## config.mk

```make
export PLATFORM = sky130hd
export DESIGN_NAME = add_arbiter_seq
export DESIGN_NICKNAME = d
export VERILOG_FILES = /design/src/rtl/add_arbiter_seq.sv
export SDC_FILE = /design/constraint.sdc
export NUM_CORES = 1
export LEC_CHECK = 0
export ABC_AREA = 1
export CORE_ASPECT_RATIO = 2
export CORE_MARGIN = 2
export CORE_UTILIZATION = 41
export CTS_BUF_LIST = sky130_fd_sc_hd__clkbuf_4 sky130_fd_sc_hd__clkbuf_8
export CTS_CLUSTER_SIZE = 24
export DETAILED_ROUTE_END_ITERATION = 8
export DONT_BUFFER_PORTS = 1
export PLACE_DENSITY = 0.53
export SKIP_LAST_GASP = 1
export SYNTH_ARGS = -nofsm -noshare
export SYNTH_HDL_FRONTEND = slang
export SYNTH_SLANG_ARGS = --single-unit
```

## constraint.sdc

```tcl
create_clock -name clk -period 2.2 [get_ports clk]
set_input_delay 0.44 -clock clk [delete_from_list [all_inputs] [get_ports clk]]
set_output_delay 0.44 -clock clk [all_outputs]
set_load 0.02 [all_outputs]
```

## src/rtl/add_arbiter_seq.sv

```systemverilog
// Two-requester round-robin arbiter in front of a W-bit add/subtract unit.
// All arithmetic runs through one 4-bit adder slice, one nibble per cycle, LSB first.
module add_arbiter_seq #(
    parameter int W = 8
) (
    input  logic         clk,
    input  logic         rst_n,
    input  logic         req0,
    input  logic         req1,
    input  logic [W-1:0] a0,
    input  logic [W-1:0] b0,
    input  logic [W-1:0] a1,
    input  logic [W-1:0] b1,
    input  logic         sub0,
    input  logic         sub1,
    output logic         gnt0,
    output logic         gnt1,
    output logic         busy,
    output logic [W-1:0] result,
    output logic         cout,
    output logic         done,
    output logic         done_id
);

    localparam int N  = W / 4;
    localparam int CW = (N > 1) ? $clog2(N) : 1;
    localparam logic [CW-1:0] LAST = CW'(N - 1);

    generate
        if ((W % 4) != 0 || W < 4) begin : g_bad_width
            $error("add_arbiter_seq: W must be a multiple of 4 and at least 4");
        end
    endgenerate

    typedef enum logic [1:0] {IDLE, CALC, DONE} state_t;

    state_t         state;
    logic [W-1:0]   a_lat;
    logic [W-1:0]   b_lat;
    logic [W-1:0]   shadow;
    logic [W-1:0]   shadow_next;
    logic           carry;
    logic [CW-1:0]  nib;
    logic           id_lat;
    logic           last_gnt;
    logic [3:0]     slice_sum;
    logic           slice_cout;
    logic           grant0;
    logic           grant1;
    logic [W-1:0]   sel_a;
    logic [W-1:0]   sel_b;
    logic           sel_sub;

    // The single shared 4-bit slice; shadow_next is the shadow with this cycle's nibble merged in.
    always_comb begin
        {slice_cout, slice_sum} = {1'b0, a_lat[4*nib +: 4]} + {1'b0, b_lat[4*nib +: 4]} + {4'b0000, carry};
        shadow_next = shadow;
        shadow_next[4*nib +: 4] = slice_sum;
    end

    // last_gnt remembers who won last; on contention the other requester wins.
    always_comb begin
        grant0  = req0 & (~req1 | last_gnt);
        grant1  = req1 & ~grant0;
        sel_a   = grant1 ? a1 : a0;
        sel_b   = grant1 ? b1 : b0;
        sel_sub = grant1 ? sub1 : sub0;
    end

    always_ff @(posedge clk or negedge rst_n) begin
        if (!rst_n) begin
            state    <= IDLE;
            gnt0     <= 1'b0;
            gnt1     <= 1'b0;
            busy     <= 1'b0;
            done     <= 1'b0;
            done_id  <= 1'b0;
            cout     <= 1'b0;
            result   <= '0;
            a_lat    <= '0;
            b_lat    <= '0;
            shadow   <= '0;
            carry    <= 1'b0;
            nib      <= '0;
            id_lat   <= 1'b0;
            last_gnt <= 1'b1;
        end else begin
            gnt0 <= 1'b0;
            gnt1 <= 1'b0;
            done <= 1'b0;
            case (state)
                IDLE: begin
                    if (grant0 || grant1) begin
                        gnt0     <= grant0;
                        gnt1     <= grant1;
                        id_lat   <= grant1;
                        last_gnt <= grant1;
                        a_lat    <= sel_a;
                        // Subtraction as a + ~b + 1: invert b here, seed the carry with 1.
                        b_lat    <= sel_sub ? ~sel_b : sel_b;
                        carry    <= sel_sub;
                        nib      <= '0;
                        shadow   <= '0;
                        busy     <= 1'b1;
                        state    <= CALC;
                    end
                end
                CALC: begin
                    shadow <= shadow_next;
                    carry  <= slice_cout;
                    nib    <= nib + 1'b1;
                    if (nib == LAST) begin
                        result  <= shadow_next;
                        cout    <= slice_cout;
                        done_id <= id_lat;
                        done    <= 1'b1;
                        state   <= DONE;
                    end
                end
                DONE: begin
                    busy  <= 1'b0;
                    state <= IDLE;
                end
                default: begin
                    busy  <= 1'b0;
                    state <= IDLE;
                end
            endcase
        end
    end

endmodule

```

==> key figures <==
Placement
  • Dpl ws: 0.160 ns
  • Gpl congestion: 0.792
  • Port buffer count: 0
  • Detail Placement HPWL: 3.40 mm

Floorplanning
  • Die span in y: 106 um
  • Starting Density: 42.0%
  • Core area: 5090 sq um
  • DIE AREA: 5840 sq um
  • Rows: 37
  • Die span in x: 55.1 um
  • Number of top-level pins: 52

Clock network
  • CTS max path bufs: 2
  • Skew-Pair Late Insertion Delay: 0.30 ns
  • Clk sinks: 40
  • Num CTS Buffers: 5
  • Clock root cell: clkbuf_8
  • Clock-pin slew of the registers on the worst-case setup and hold paths: 0.07 ns
  • CTS tree: done
  • Max H-tree Level: 2

Logic synthesis
  • Simple-gate area share of the yosys netlist: 28.1%
  • Sequential element share of the synthesized area: 46.9%
  • Xor/xnor cell area share of the yosys netlist: 0.410%
  • EDFF count, synth: 0
  • Most area-consuming cells after synthesis: dfrtp_1, nand2_1, inv_1, a21oi_1, o21ai_0
  • Netlist Area Pre-Place: 2140 sq um
  • Asr flop ratio synth: 100%
  • Synth top area share: 45.6%
  • Post-Synth Adder-Cell Area: 3.63%
  • Synthesis Warnings: 0
  • Compound-cell area share of the yosys netlist: 11.6%
  • Avg Cell Area, Syn: 7.37 sq um
  • Ys flop type: dfrtp_1
  • FF+latch count, synth: 40
  • Main combinational cell family by area after synthesis: simple AND/OR/NAND/NOR gates
  • Yosys cell types: 25
  • Fraction of synthesized area in multiplexers: 0%
  • Synth Net Count: 333
  • Post-Syn Instances: 290
  • Cell taking the most area after synthesis: dfrtp_1

Layout
  • Antenna cells: 0
  • Most frequent cells in the layout: nand2_1, dfrtp_1, inv_1
  • Share of layout cells above drive strength 1: 7.80%
  • Nets: 337
  • Commonest non-fill, non-tap cell in the layout: nand2_1
  • Final core occ: 45.4%
  • Layout area overhead: 8.19%

Setup path
  • Critical path, cell by cell: inv_2 > nand2_1 > nand2_1 > fa_1 > fa_1 > xnor2_1 > or2_2 > nand2_1
  • CP arrival: 2.22 ns
  • Largest fanout on the critical path: 4
  • CP Capture Type: flop
  • CP max stage delay: 0.44 ns
  • CP required: 2.44 ns
  • Crit Path Category: reg -> reg
  • Crit path max-delay family: adder cells
  • Slowest-stage cell, CP: fa_1
  • Most frequent CP cell: nand2_1
  • CP Buf/Inv Count: 1
  • Startpoint types: flop

Detailed routing
  • Remaining antenna violation count: 0
  • Drt first pass iters: 4
  • Via count: 1,720
  • Drt drc: 0
  • Routed wire per std cell: 12.7 um
  • DR iter-0 viols: 28
  • Wirelength, routed: 4.49 mm
  • Vias per inst: 4.87

Timing
  • Total negative slack: 0 ns
  • Hold Violations, Final: 0
  • Worst-margin pin slew: 0.358 ns
  • Final WS setup: 0.221 ns
  • Achievable Freq: 0.505 GHz
  • Fin crit period: 1.98 ns
  • Fin. max-slew vios: 0
  • Normalized max-slew margin: 76.1%
  • RSZ-0062 raised after global routing: no
  • # setup viols final: 0
  • Final Cycle Share: 90.0%
  • Layout Skew: 0.00467 ns

Pwr
  • VDD IR max: 753 uV
  • Pwr Total: 3660 uW
  • Pleak: 0.00126 uW
  • Cell Pwr Density: 1580 nW/um^2

Job
  • Max cap viols: 0

Global routing
  • Vias in the first global route: 1,739
  • First-pass GRT wire length: 7.73 mm
  • Gr ovfl total: 0
  • GRT Util Overall: 18.2%
  • Largest net degree at the start of global routing: 41
  • Initial antenna violation count: 0

Worst hold path
  • Hold WC Path Type: in -> reg

Outcome
  • Outcome: complete, no violations
sequential cells by signal (all words and copies together), names as in the netlist:
signal and count:
gnt0 1, id_lat 1, cout 1, a_lat 8, nib 1, shadow 4
state 2, done_id 1, carry 1, b_lat 8, busy 1, last_gnt 1
gnt1 1, result 8, done 1
final cells by class:
class,count,area (sq um)
fill,554,2780
inverter,33,124
timing repair buffer,9,82.6
tap,58,72.6
multi-input combinational,205,935
clock buffer,8,97.6
sequential,40,1000
cells in the mapped netlist (2+ instances only):
| library cell | count |
|---|---|
| nand2_1 | 129 |
| dfrtp_1 | 39 |
| inv_1 | 31 |
| a21oi_1 | 18 |
| o21ai_0 | 17 |
| nor2_1 | 13 |
| nand3_1 | 11 |
| buf_2 | 5 |
| buf_4 | 5 |
| o22ai_1 | 4 |
| ha_1 | 3 |
| fa_1 | 2 |
path summary, 6_finish.rpt:
path                                           start  cells past startpoint  slack, ns                    end
worst max-delay path                 nib$_DFFE_PN0P_                      8       0.22  result[6]$_DFFE_PN0P_
worst min-delay path                            req0                      2       0.27         gnt0$_DFF_PN0_
worst max register to register       nib$_DFFE_PN0P_                      8       0.22  result[6]$_DFFE_PN0P_
worst min register to register  b_lat[5]$_DFFE_PN0P_                      2       0.48   b_lat[5]$_DFFE_PN0P_
max in group asynchronous                      rst_n                      2       1.36   last_gnt$_DFFE_PN1P_
min in group asynchronous                      rst_n                      2       0.60         gnt0$_DFF_PN0_
per-layer routing:
metal  global-route usage (%)  vias up  wire length [um]
li1                         -      902                 -
met1                     20.1      775              1820
met2                     31.0       36              2410
met3                     4.49        7               155
met4                     7.84        0               100
met5                        0        -                 0
logic make-up after synthesis:
group | after synthesis
compound gates | 44
xor+xnor | 1
buf+inv | 45
fa+ha+maj | 5
flops | 40
simple gates | 155
through the flow:
stage          std cells  hold slack (ns)  area [sq um]
5_1_grt              353            0.270          2310
4_1_cts              353            0.262          2310
3_3_place_gp         343            0.145          2190
3_5_place_dp         343            0.146          2190
6_report             353            0.271          2310
2_1_floorplan        290            0.144          2140
report_power, final:
part	total (uW)	internal (uW)	switching (uW)
clock network	530	280	249
registers	1440	1100	333
logic	1700	648	1050
what timing repair did:
| action | 4_1_cts | 5_1_grt |
|---|---|---|
| resized for setup | 0 | 1 |
| endpoints found under the setup margin | 0 | 2 |
| setup buffers | 0 | 0 |
| hold buffers | 2 | 0 |
| endpoints found under the hold margin | 40 | 0 |
worst reg2reg max path: stages (launching register included):
cell     delay [ns]
dfrtp_1        0.40
inv_2          0.07
nand2_1        0.06
nand2_1        0.06
fa_1           0.44
fa_1           0.42
xnor2_1        0.15
or2_2          0.27
nand2_1        0.05
(Power assumes the default switching activity.)
